$ cat src/rtl/mem_wb_stage_pkg.sv
// Shared types and widths for the memory-access / MEM-WB stage.
package mem_wb_stage_pkg;

  localparam int unsigned RREG_W  = 32;  // Rreg_Bus width
  localparam int unsigned RADDR_W = 5;   // Rreg_AddrBus width
  localparam int unsigned CNT_W   = 8;   // BUSY-cycle counter width

  typedef enum logic {
    MEM_IDLE = 1'b0,
    MEM_BUSY = 1'b1
  } mem_state_e;

  typedef struct packed {
    logic               wite_reg;
    logic [RADDR_W-1:0] wite_reg_addr;
    logic [RREG_W-1:0]  alu0;
    logic               read_mem;
    logic [RREG_W-1:0]  read_mem_data;
  } wb_bundle_t;

endpackage

$ cat src/rtl/mem_wb_stage_dmem_timer.sv
// BUSY-cycle counter; expired_o flags the last cycle allowed to wait for ack.
module dmem_timer
  import mem_wb_stage_pkg::*;
#(
  parameter int unsigned TIMEOUT = 16
) (
  input  logic clk,
  input  logic rst_n,
  input  logic clr_i,
  input  logic en_i,
  output logic expired_o
);

  logic [CNT_W-1:0] cnt_q, cnt_d;

  // Clear has priority over counting.
  always_comb begin
    cnt_d = cnt_q;
    if (clr_i)     cnt_d = '0;
    else if (en_i) cnt_d = cnt_q + 1'b1;
  end

  // Counter register.
  always_ff @(posedge clk or negedge rst_n) begin
    if (!rst_n) cnt_q <= '0;
    else        cnt_q <= cnt_d;
  end

  assign expired_o = (cnt_q == CNT_W'(TIMEOUT - 1));

endmodule

$ cat src/rtl/mem_wb_stage.sv
// Memory-access stage with req/ack data-memory handshake, timeout abort and
// the MEM/WB pipeline register.
module mem_wb_stage
  import mem_wb_stage_pkg::*;
#(
  parameter int unsigned TIMEOUT = 16
) (
  input  logic               clk,
  input  logic               rst,
  input  logic               valid_MEM,
  input  logic               wite_reg_MEM,
  input  logic [RADDR_W-1:0] wite_reg_addr_MEM,
  input  logic [RREG_W-1:0]  ALU0_MEM,
  input  logic               read_mem_MEM,
  input  logic               wite_mem_MEM,
  input  logic [RREG_W-1:0]  wite_mem_data_MEM,
  output logic               stall_MEM,
  output logic               dmem_req,
  output logic               dmem_we,
  output logic [RREG_W-1:0]  dmem_addr,
  output logic [RREG_W-1:0]  dmem_wdata,
  input  logic               dmem_ack,
  input  logic [RREG_W-1:0]  dmem_rdata,
  output logic               wite_reg_WB,
  output logic [RADDR_W-1:0] wite_reg_addr_WB,
  output logic [RREG_W-1:0]  ALU0_WB,
  output logic               read_mem_WB,
  output logic [RREG_W-1:0]  read_mem_data_WB,
  output logic               mem_err
);

  mem_state_e         state_q, state_d;
  logic               req_q, req_d;
  logic               we_q, we_d;
  logic [RREG_W-1:0]  addr_q, addr_d;
  logic [RREG_W-1:0]  wdata_q, wdata_d;
  logic [RADDR_W-1:0] dest_q, dest_d;
  logic               load_q, load_d;
  logic               wreg_q, wreg_d;
  wb_bundle_t         wb_q, wb_d;
  logic               err_q, err_d;

  logic mem_op, accept, expired;

  assign mem_op = valid_MEM & (read_mem_MEM | wite_mem_MEM);
  assign accept = (state_q == MEM_IDLE) & mem_op;

  dmem_timer #(.TIMEOUT(TIMEOUT)) u_timer (
    .clk      (clk),
    .rst_n    (rst),
    .clr_i    (accept),
    .en_i     ((state_q == MEM_BUSY) & ~dmem_ack),
    .expired_o(expired)
  );

  // Next-state, handshake and WB-bundle selection; ALU0 of a memory op is the
  // latched address, so addr_q doubles as the latched ALU0.
  always_comb begin
    state_d   = state_q;
    req_d     = req_q;
    we_d      = we_q;
    addr_d    = addr_q;
    wdata_d   = wdata_q;
    dest_d    = dest_q;
    load_d    = load_q;
    wreg_d    = wreg_q;
    wb_d      = wb_q;
    err_d     = err_q;
    stall_MEM = 1'b0;
    case (state_q)
      MEM_IDLE: begin
        if (mem_op) begin
          stall_MEM        = 1'b1;
          state_d          = MEM_BUSY;
          req_d            = 1'b1;
          we_d             = wite_mem_MEM;
          addr_d           = ALU0_MEM;
          wdata_d          = wite_mem_data_MEM;
          dest_d           = wite_reg_addr_MEM;
          load_d           = read_mem_MEM & ~wite_mem_MEM;
          wreg_d           = wite_reg_MEM & ~wite_mem_MEM;
          wb_d.wite_reg    = 1'b0;
          wb_d.read_mem    = 1'b0;
        end else if (valid_MEM) begin
          wb_d.wite_reg      = wite_reg_MEM;
          wb_d.wite_reg_addr = wite_reg_addr_MEM;
          wb_d.alu0          = ALU0_MEM;
          wb_d.read_mem      = 1'b0;
          wb_d.read_mem_data = '0;
        end else begin
          wb_d.wite_reg = 1'b0;
          wb_d.read_mem = 1'b0;
        end
      end
      MEM_BUSY: begin
        if (dmem_ack) begin
          state_d            = MEM_IDLE;
          req_d              = 1'b0;
          wb_d.wite_reg      = wreg_q;
          wb_d.wite_reg_addr = dest_q;
          wb_d.alu0          = addr_q;
          wb_d.read_mem      = load_q;
          wb_d.read_mem_data = load_q ? dmem_rdata : '0;
        end else if (expired) begin
          state_d       = MEM_IDLE;
          req_d         = 1'b0;
          err_d         = 1'b1;
          wb_d.wite_reg = 1'b0;
          wb_d.read_mem = 1'b0;
        end else begin
          stall_MEM     = 1'b1;
          wb_d.wite_reg = 1'b0;
          wb_d.read_mem = 1'b0;
        end
      end
      default: state_d = MEM_IDLE;
    endcase
  end

  // State, latched access fields and MEM/WB register.
  always_ff @(posedge clk or negedge rst) begin
    if (!rst) begin
      state_q <= MEM_IDLE;
      req_q   <= 1'b0;
      we_q    <= 1'b0;
      addr_q  <= '0;
      wdata_q <= '0;
      dest_q  <= '0;
      load_q  <= 1'b0;
      wreg_q  <= 1'b0;
      wb_q    <= '0;
      err_q   <= 1'b0;
    end else begin
      state_q <= state_d;
      req_q   <= req_d;
      we_q    <= we_d;
      addr_q  <= addr_d;
      wdata_q <= wdata_d;
      dest_q  <= dest_d;
      load_q  <= load_d;
      wreg_q  <= wreg_d;
      wb_q    <= wb_d;
      err_q   <= err_d;
    end
  end

  assign dmem_req         = req_q;
  assign dmem_we          = we_q;
  assign dmem_addr        = addr_q;
  assign dmem_wdata       = wdata_q;
  assign wite_reg_WB      = wb_q.wite_reg;
  assign wite_reg_addr_WB = wb_q.wite_reg_addr;
  assign ALU0_WB          = wb_q.alu0;
  assign read_mem_WB      = wb_q.read_mem;
  assign read_mem_data_WB = wb_q.read_mem_data;
  assign mem_err          = err_q;

endmodule
$ cat config.mk
export PLATFORM = sky130hd
export DESIGN_NAME = mem_wb_stage
export DESIGN_NICKNAME = d
export VERILOG_FILES = /design/src/rtl/mem_wb_stage_pkg.sv /design/src/rtl/mem_wb_stage_dmem_timer.sv /design/src/rtl/mem_wb_stage.sv
export SDC_FILE = /design/constraint.sdc
export NUM_CORES = 1
export LEC_CHECK = 0
export CAP_MARGIN = 20
export CORE_MARGIN = 1
export CORE_UTILIZATION = 45
export DETAILED_ROUTE_END_ITERATION = 10
export GPL_TIMING_DRIVEN = 0
export MAX_ROUTING_LAYER = met4
export PLACE_DENSITY = 0.92
export SETUP_SLACK_MARGIN = 0.3
export SLEW_MARGIN = 20
export SYNTH_ARGS = -nofsm -noshare
export SYNTH_HDL_FRONTEND = slang
export SYNTH_SLANG_ARGS = --single-unit
export TNS_END_PERCENT = 5
$ cat constraint.sdc
create_clock -name clk -period 1.7 [get_ports clk]
set_input_delay 0.17 -clock clk [delete_from_list [all_inputs] [get_ports clk]]
set_output_delay 0.17 -clock clk [all_outputs]
set_load 0.1 [all_outputs]
==> metrics.txt, run 1 <==
Worst slew margin=55.8%; Starting Density=46.1%; cell count after synthesis=484; grt ovf=0; Hold Crit Class=in -> async; clock-pin slew on the worst setup and hold paths=0.06 ns; Compound-Gate Fraction of Synth Area=5.49%; fin crit share=111%; post-route ant nets=0; Fmax=0.529 GHz; Remaining DRCs=0; Crit. End Element=output pin; RSZ-0062 raised after global routing=true; Yosys top cell area share=57.8%; Worst-Margin Slew=0.664 ns; Pre-Repair DR Iteration Count=4; P_leak=4.41 nW; max incr delay on CP=0.36 ns; crit path DAT=1.72 ns; average size of a mapped cell=13.8 µm²; Synth cell types=38; clk_lat worst skew=0.41 ns; GR Util All Layers=24.0%; Critical Path Start=u_timer.cnt_q[1]$_DFFE_PN0P_; r2r setup slk=-0.09 ns; Core Region=0.0145 mm²; post-synthesis simple-gate area fraction=5.42%; Sw Share=52.9%; largest net degree at the start of global routing=86; full die area=0.0153 mm²; I/O Buffers=246; reg2reg end=ALU0_WB[20]$_DFFE_PN0P_; htree depth=4; crit-path cells=ha_2 > nand4b_1 > nor4_4 > o22ai_4 > buf_12; sequential-to-total area share from yosys stat=57.8%; Setup CP Type=reg -> out; RD Place Congestion=0.799; fraction of layout cells with a size suffix above 1=44.1%; worst hold slack=0.332 ns; CP Depth=5; vias in the first global route=5,240; Finish-stage setup viols=11; Die W=124 µm; Vias=5,048; routed len/inst=18.5 µm; CP Launch Type=flip-flop; Via-to-Cell Ratio=5.27; Psw=0.0103 W; post-synthesis adder-cell area fraction=0.188%; Rows=44; Max-Cap Viols=0; cts bufs inserted=17; IO Count=247; total wire length=17,700 µm; slowest CP cell=dfrtp_1; PD cells=1990 mW/mm²; reg2reg start=state_q$_DFF_PN0_; Post-Syn Nets=593; clk buf depth=2; nets@finish=871; Comb power frac=54.6%; skew final=0.00587 ns; sequential power share=27.0%; Worst Path Max Fanout=2; largest family of logic cells by synthesized area=multiplexers; Die H=124 µm; buffers plus inverters on the worst setup path=1; Root Driver=clkbuf_16; R2R depth=4; global-route wire length before repair=26,700 µm; XOR/XNOR Fraction of Synth Area=0%; Max Slew Vio Count=0; area grow syn2layout=46.0%; final setup margin=-0.192 ns; fin cells=957; Fin. Hold Viols=0; violated checks=setup timing; Worst VDD drop=1.44 mV; antenna violations before repair=0; DRT iter0 DRCs=280; Synth Cell Area=0.00667 mm²; CTS tree=yes; Synth Register Bits=154; Data required, critical path=1.53 ns; Top delay family on crit path=simple AND/OR/NAND/NOR gates; cell-internal power=0.00915 W; Yosys top cell by area=dfrtp_1; clock share of power=18.4%; placed wire-length estimate=12,600 µm; Synth area leaders=dfrtp_1 58%, mux2_2 12%, mux2_1 6.9%; Ant. Diodes=0; clk sinks=154; post-layout minimum cycle time=1.89 ns; CP Capture Point=stall_MEM; proportion of synthesized area in mux cells=25.9%; Syn. warnings=0; status=finished with violations; dpl cells=915
-- cells in the mapped netlist, drive strengths merged --
master / number
nor4: 1
mux2: 143
a2bb2oi: 1
ha: 1
o31ai: 1
nor2: 2
buf: 18
nand3: 3
o22ai: 1
a31oi: 2
mux2i: 1
nand3b: 1
clkbuf: 14
inv: 36
nor2b: 3
o21ai: 40
a21o: 1
or3: 4
nand2b: 3
a22o: 1
or4: 1
and3: 1
dfrtp: 154
a21oi: 8
o41ai: 2
nand2: 6
nand4b: 2
nand4: 33
-- registers in the layout (all words and copies together), names as in the netlist, 5 cells and up --
name	count
dmem_addr	32
u_timer.cnt_q	8
wite_reg_addr_WB	5
read_mem_data_WB	32
dmem_wdata	32
dest_q	5
ALU0_WB	32
-- per-stage QoR --
stage | setup WS (ns) | util (%) | total power [W] | TNS, ns | cell area (µm²)
floorplan | 0.180 | - | 0.0136 | 0 | 6710
global placement | -5.92 | 65.0 | 0.0161 | -881.15 | 9410
detailed placement | -0.993 | 65.2 | 0.0164 | -57.23 | 9440
CTS | -0.242 | 65.3 | 0.0192 | -11.12 | 9450
global route | -0.247 | 67.3 | 0.0201 | -2.30 | 9740
finish | -0.192 | 67.3 | 0.0194 | -1.01 | 9740
-- kinds of logic after synthesis --
kind of cell / after synthesis
buf+inv: 68
mux: 144
compound gates: 57
fa+ha+maj: 1
simple gates: 60
flops: 154
-- layout by cell type (no fill, tap or decap), types with 2 or more instances in the layout --
cell	instances
dfrtp_1	149
clkdlybuf4s50_1	106
mux2_2	73
buf_2	65
clkbuf_4	54
buf_4	37
mux2_1	36
inv_1	35
mux2_4	34
nand4_1	33
o21ai_0	26
clkbuf_16	18
o21ai_2	10
a21oi_1	8
clkbuf_2	6
clkbuf_1	6
buf_12	6
buf_6	5
nand2_1	5
dfrtp_2	5
buf_8	4
or3_1	4
o21ai_1	4
clkbuf_8	4
nand3_1	3
clkinvlp_4	3
clkinv_2	3
nand4b_1	2
a31oi_1	2
nor2b_1	2
-- power groups by stage --
stage / Combinational (W) / Sequential, W / Clock, W
6_report: 0.0106 / 0.00525 / 0.00358
5_1_grt: 0.0109 / 0.00536 / 0.00381
4_1_cts: 0.0104 / 0.00523 / 0.00364
3_5_place_dp: 0.0111 / 0.00530 / 0
3_3_place_gp: 0.0109 / 0.00523 / 0
2_1_floorplan: 0.00166 / 0.0119 / 0
-- final cells by class --
class                      count  area, µm²
tap                          184        230
clock inverter                 7       67.6
inverter                      36        135
buffer                        32        295
clock buffer                  23        488
timing repair buffer         259       2120
sequential                   154       3860
fill                        1054       4740
multi-input combinational    262       2540
-- how the worst min path moves through the flow --
stage	start	end	slack, ns	depth (start not counted)
6_report	rst	read_mem_data_WB[10]$_DFFE_PN0P_	0.33	2
5_1_grt	dmem_rdata[29]	read_mem_data_WB[29]$_DFFE_PN0P_	0.35	3
4_1_cts	wite_mem_data_MEM[23]	dmem_wdata[23]$_DFFE_PN0N_	0.34	2
3_5_place_dp	rst	read_mem_data_WB[6]$_DFFE_PN0P_	0.21	1
3_3_place_gp	mem_err$_DFFE_PN0P_	mem_err$_DFFE_PN0P_	0.45	1
2_1_floorplan	rst	ALU0_WB[0]$_DFFE_PN0P_	-0.13	0
-- metal layers --
metal	GRT usage (%)	part of all wire (%)	up-vias
met5	-	0	-
met4	7.30	1.2	0
met3	5.86	7.2	20
met2	42.6	52	197
met1	26.4	40	2545
li1	-	-	2286
-- timing repair --
| item | in CTS | in global routing |
|---|---|---|
| buffers inserted | 5 | 5 |
| hold buffers | 1 | 0 |
| pin swaps | 6 | 14 |
| hold endpoints to repair | 84 | 0 |
| gates cloned | 0 | 1 |
| endpoints found under the setup margin | 287 | 203 |
| gates resized for setup | 733 | 98 |
(Power assumes the default switching activity.)
==> run 2, diff against run 1 <==
- CORE_ASPECT_RATIO: not set -> 0.5
- SKIP_LAST_GASP: not set -> 1
==> run 2 against run 1 <==
Against the previous run: the run still ends with setup timing left; global-route usage rose by 3.9 points; sequential cell count stayed put; total power rose by 4.6%; die area up 0.19%; critical endpoint unchanged; largest power group unchanged; highest routed layer unchanged.
==> metrics.txt, run 2 (synthesis gave the netlist of run 1 again) <==
final setup margin=-0.339 ns (-0.147 ns); clock-pin slew on the worst setup and hold paths=0.07 ns (about the same); most common cell after layout, fill and taps aside=dfrtp_1; CTS tree=yes; Die H=88.1 µm (-29%); Hold Crit Class=in -> async; Pre-Repair DR Iteration Count=5 (+1); Via-to-Cell Ratio=5.55 (+5.1%); full die area=0.0153 mm² (+0.19%); Fin. Hold Viols=0 (unchanged); crit path DAT=1.87 ns (+0.15 ns); Sw Share=53.0% (+0.095 points); PD cells=1990 mW/mm² (-0.10%); Psw=0.0108 W (+4.8%); Finished Cell Area=0.0102 mm² (+4.7%); Comb power frac=53.3% (-1.3 points); violated checks=setup timing; cts bufs inserted=17 (unchanged); met2 wire length=10,900 µm (+18%); reg2reg start=state_q$_DFF_PN0_; Worst-Margin Slew=1.05 ns (+0.386 ns); fraction of layout cells with a size suffix above 1=27.7% (-16 points); r2r setup slk=-0.11 ns (-0.02 ns); clk_lat worst skew=0.43 ns (+0.02 ns); skew final=0.0104 ns (+0.00456 ns); IO Count=247 (unchanged); reg2reg end=dmem_wdata[0]$_DFFE_PN0N_; nets@finish=875 (+0.46%); Max Slew Vio Count=0 (unchanged); clock share of power=20.6% (+2.2 points); Max-Cap Viols=0 (unchanged); RD Place Congestion=0.828 (+3.6%); Finish-stage setup viols=240 (+229); grt ovf=0 (unchanged); DRT met1 WL=8330 µm (+19%); P_leak=4.63 nW (+5.0%); RSZ-0062 raised after global routing=true; Fmax=0.490 GHz (-7.2%); total wire length=21,800 µm (+23%); GR Util All Layers=27.9% (+3.9 points); DRT iter0 DRCs=407 (+45%); Core Region=0.0145 mm² (about the same); Vias=5,424 (+7.4%); Data required, critical path=1.53 ns (about the same); R2R depth=6 (+2); cell-internal power=0.00954 W (+4.4%); area grow syn2layout=52.8%; clk buf depth=2 (unchanged); antenna violations before repair=1 (+1); fin util=70.5% (+3.2 points); htree depth=4 (unchanged); vias in the first global route=5,663 (+8.1%); met3 wire len=1310 µm (+3.3%); Worst slew margin=30.3% (-25 points); Die W=174 µm (+41%); status=finished with violations; DP Area=0.00946 mm² (+0.19%); routed len/inst=22.3 µm (+20%); Root Driver=clkbuf_16; Remaining DRCs=0 (unchanged); slowest CP cell=dfrtp_1; Reg area=0.00386 mm² (about the same); sequential power share=26.0% (-1.0 points); fin crit share=120% (+8.7 points); Worst Path Max Fanout=2 (unchanged); I/O Buffers=246 (unchanged); FILL cells=927 (-12%); largest net degree at the start of global routing=95 (+10%); Worst VDD drop=1.41 mV (-1.9%); global-route wire length before repair=31,700 µm (+19%); fin cells=978 (+2.2%); crit-path cells=ha_4 > nand4b_1 > nor4_4 > o22ai_4 > buf_12; Place WS=-0.966 ns (+0.0270 ns); Starting Density=46.1% (about the same); Top delay family on crit path=simple AND/OR/NAND/NOR gates; post-layout minimum cycle time=2.04 ns (+0.147 ns); Top Metal Used=met4; Setup CP Type=reg -> out; buffers plus inverters on the worst setup path=1 (unchanged); most frequent cells in the layout=150 x dfrtp_1, 124 x dlygate4sd2_1, 106 x clkdlybuf4s50_1, 73 x mux2_2, 38 x mux2_1; Rows=31 (-30%); clk sinks=154 (unchanged); post-route ant nets=0 (unchanged); CP Launch Type=flip-flop; max incr delay on CP=0.42 ns (+0.06 ns); placed wire-length estimate=12,400 µm (-1.2%); Multi-input gate area=0.00254 mm² (unchanged); Crit. End Element=output pin; dpl cells=929 (+1.5%)
run 2: cell count changes in the layout (fill, tap and decap cells not counted), sizes merged, moves of 3 or more:
cell	change
dlygate4sd2	+124
clkbuf	-51
bufinv	+3
inv	+4
buf	-72
run 2: worst max path at each step:
stage                                            to                    startpoint  cells after the start
final                                     stall_MEM  u_timer.cnt_q[0]$_DFFE_PN0P_                      5
after global routing                      stall_MEM  u_timer.cnt_q[0]$_DFFE_PN0P_                      5
after CTS                                 stall_MEM  u_timer.cnt_q[0]$_DFFE_PN0P_                      5
after detailed placement                  stall_MEM                      dmem_ack                      5
after global placement    dmem_addr[30]$_DFFE_PN0N_                           rst                      1
after floorplan              ALU0_WB[0]$_DFFE_PN0P_             state_q$_DFF_PN0_                      4
run 2: what timing repair did:
action	4_1_cts	5_1_grt
buffers inserted	6	5
hold endpoints to repair	60	0
cloned	0	4
endpoints found under the setup margin	292	281
pin swaps	3	2
hold buffers	1	0
resized for setup	212	46
run 2: area by class of cell:
class	count	area share, %
inverter	36	1.33
sequential	154	37.8
buffer	32	2.60
multi-input combinational	262	24.9
clock inverter	12	1.84
clock buffer	20	4.38
antenna	1	0.0245
tap	198	2.43
timing repair buffer	263	24.6
run 2: power by group through the flow:
stage | Clock [W] | Combinational (W) | Sequential [W]
3_5_place_dp | 0 | 0.0111 | 0.00528
2_1_floorplan | 0 | 0.00166 | 0.0119
4_1_cts | 0.00416 | 0.0106 | 0.00522
3_3_place_gp | 0 | 0.0109 | 0.00522
5_1_grt | 0.00437 | 0.0111 | 0.00540
6_report | 0.00419 | 0.0108 | 0.00529
run 2: stage by stage:
step | hold WS, ns | TNS (ns) | total power, W
2_1_floorplan | -0.126 | 0 | 0.0136
3_3_place_gp | 0.445 | -916.41 | 0.0162
3_5_place_dp | 0.139 | -54.35 | 0.0163
4_1_cts | 0.306 | -18.62 | 0.0199
5_1_grt | 0.321 | -28.88 | 0.0208
6_report | 0.277 | -19.94 | 0.0203
run 2: metal layers:
metal  GRT usage [%]  up-vias
met1            31.3     2694
met2            47.7      335
met5               -        -
li1                -     2280
met3            4.30      115
met4            17.9        0
run 2: worst reg2reg max path: stages (launching register included):
cell and delay (ns):
dfrtp_1 0.39, buf_6 0.16, nand2b_4 0.19, nor2_4 0.20, buf_6 0.19, buf_6 0.19
mux2_1 0.37
==> variant, RTL diff (settings of run 1) <==
The package constant `CNT_W` goes from 8 to 12.
--- a/src/rtl/mem_wb_stage_pkg.sv
+++ b/src/rtl/mem_wb_stage_pkg.sv
@@ -3,7 +3,7 @@
 
   localparam int unsigned RREG_W  = 32;  // Rreg_Bus width
   localparam int unsigned RADDR_W = 5;   // Rreg_AddrBus width
-  localparam int unsigned CNT_W   = 8;   // BUSY-cycle counter width
+  localparam int unsigned CNT_W   = 12;   // BUSY-cycle counter width
 
   typedef enum logic {
     MEM_IDLE = 1'b0,
Formal check against the unedited RTL: no difference found for any inputs over 4 cycles, from zero or initial values and one cycle with rst low; that may be too few to reach the edited logic, so the function may still have changed.
==> variant against run 1 <==
  * Cell area is 12% higher
  * Setup slack better by 0.085 ns
  * Area after synthesis is 2.4% lower
  * Non-clock buffer count is 26 higher
  * Routed wire length is 18% higher
  * Sequential cell count is 4 higher
  * Final cell count is 23% higher
  * Register-to-register slack better by 0.12 ns
  * The flow still finishes with violations (setup timing)
  * Largest power group unchanged
  * Global-route usage is 3.3 points higher
  * Power is 2.8% lower
  * Critical endpoint unchanged
==> variant: results (changes against run 1) <==
Parameter                              Value

Routing
  Via count    6139 (+22%)
  Iteration count of the initial detailed-routing pass    4 (unchanged)
  Iteration-0 DRC count of the detailed router    353 (+26%)
  Wire length per cell    17.6 µm (-4.8%)

Placement
  Total half-perimeter wirelength after legalization and detailed placement    13.1 mm (+4.2%)
  Placed cell count    1119 (+22%)
  Cell area after placement    9270 µm² (-1.8%)
  Post-Place Setup Slack    -1.29 ns (-0.293 ns)
  Last weighted congestion value of the routability-driven placer    0.807 (+0.99%)

Global route
  Via count of the first global-routing pass    5914 (+13%)
  First-pass GRT wire length    30.1 mm (+13%)
  Total global-route track usage    0.273 (+0.0333)
  Number of antenna violations at the first check in global routing    0 (unchanged)
  Largest net degree at the start of global routing    85 (-1.2%)

Logic synthesis
  Sequential element share of the synthesized area    0.607 (+0.0296)
  Net Count, Synth    801 (+35%)
  Synth top area cells    dfrtp_1, nand2_1, mux2i_1, nand3_1, o21ai_0
  Count of warnings emitted by yosys    0 (unchanged)
  Average size of a mapped cell    9.41 µm² (-32%)
  Distinct cell type count after synthesis    35 (-7.9%)
  Leading cell types by count after synthesis    nand2_1, dfrtp_1, mux2i_1, nand3_1, o21ai_0
  Predominant post-synthesis flop cell    dfrtp_1

Clock network
  Clock latency reported for the late side of the worst-skew pair    0.42 ns
  Number of buffers on the longest clock path    2 (unchanged)
  CTS H-tree depth    4 (unchanged)
  Clk pin slew, worst setup/hold paths    0.06 ns (about the same)
  Cell chosen for the clock root    clkbuf_16
  Number of clock buffers inserted by TritonCTS    17 (unchanged)

Hold path
  Hold path cells    3
  Worst Hold Launch    dmem_ack
  Hold EP    wite_reg_WB
  Worst min-delay path category    in -> reg

Timing
  Clock skew after layout    0.00709 ns (+0.00122 ns)
  Worst Tran Pin Value    0.652 ns (-0.0119 ns)
  Final sum of negative setup slack    -0.106 ns (+0.902 ns)
  Fin Hold WS    0.193 ns (-0.139 ns)
  Setup slack of the critical path after layout    -0.106 ns (+0.0853 ns)
  Final setup vio count    1 (-10)

Setup path
  Critical path peak fanout    4 (+2)
  R2R Setup Slk    0.03 ns (+0.12 ns)
  Worst path slowest cell    dfrtp_1
  Reg-to-Reg End    wite_reg_addr_WB[2]
  Family with the most delay on the worst path    buffers and inverters
  Largest incremental delay on the critical path    0.38 ns (+0.02 ns)
  Reg-to-reg startpoint    state_q
  Data arrival time at the worst-slack endpoint    1.64 ns (-0.08 ns)
  Cell depth of the worst flop-to-flop path    10 (+6)

Layout
  Final-layout fill cell count    837 (-21%)
  Post-Layout Cell Count    1181 (+23%)
  Antenna diode instance count    0 (unchanged)
  Layout cell share with drive strength beyond 1    0.425 (-0.0166)

Status
  Violations in the final reports    setup timing
  Result of the run    finished, violations left

Power
  Leakage power    5.55 nW (+26%)
  Worst VDD drop    1.14 mV (-21%)
-- variant: worst max-delay path by stage --
stage	from	to
after floorplan	u_timer.cnt_q[1]	state_q
after CTS	u_timer.cnt_q[5]	stall_MEM
after global routing	u_timer.cnt_q[5]	stall_MEM
after detailed placement	valid_MEM	stall_MEM
after global placement	rst	read_mem_data_WB[25]
final	state_q	stall_MEM
-- variant: power breakdown --
part	internal, mW	switching, mW	total [mW]
Sequential	4.56	0.651	5.21
Clock	2.70	1.58	4.28
Combinational	2.14	7.25	9.39
-- variant: kinds of logic after synthesis --
group | synth area share
AND/OR/NAND/NOR | 0.243
flip-flops | 0.607
XOR/XNOR | 0.0108
buffers and inverters | 0.0332
AO/OA/AOI/OAI | 0.0459
adder cells (fa/ha/maj) | 0.00192
multiplexers | 0.0584
-- variant: area by class of cell --
cell class,instances,area [µm²],area share
inverters,3,11.3,0.00103
well taps,180,225,0.0206
clock inverters,12,209,0.0191
plain buffers,40,512,0.0468
flip-flops and latches,158,3960,0.362
repair buffers,277,2500,0.228
clock buffers,20,457,0.0417
multi-input cells,491,3070,0.281
-- variant: timing repair --
item                                    in CTS  in global routing
gates cloned                                 0                  6
buffers inserted                            13                 10
resized for setup                          889                296
hold buffers                                 1                  0
endpoints found under the hold margin       83                  0
endpoints found under the setup margin     293                212
pin swaps                                   62                 60
-- variant: tightest hold or removal path: stages --
cell	delay, ns
dlymetal6s2s_1	0.22
nand3_1	0.12
nand2_1	0.06
-- variant: layer usage --
| layer | up-vias | routed length, µm | GRT usage |
|---|---|---|---|
| li1 | 2830 | - | - |
| met1 | 3032 | 8100 | 0.324 |
| met2 | 224 | 11000 | 0.448 |
| met3 | 53 | 1100 | 0.0576 |
| met4 | 0 | 646 | 0.118 |
| met5 | - | 0 | - |
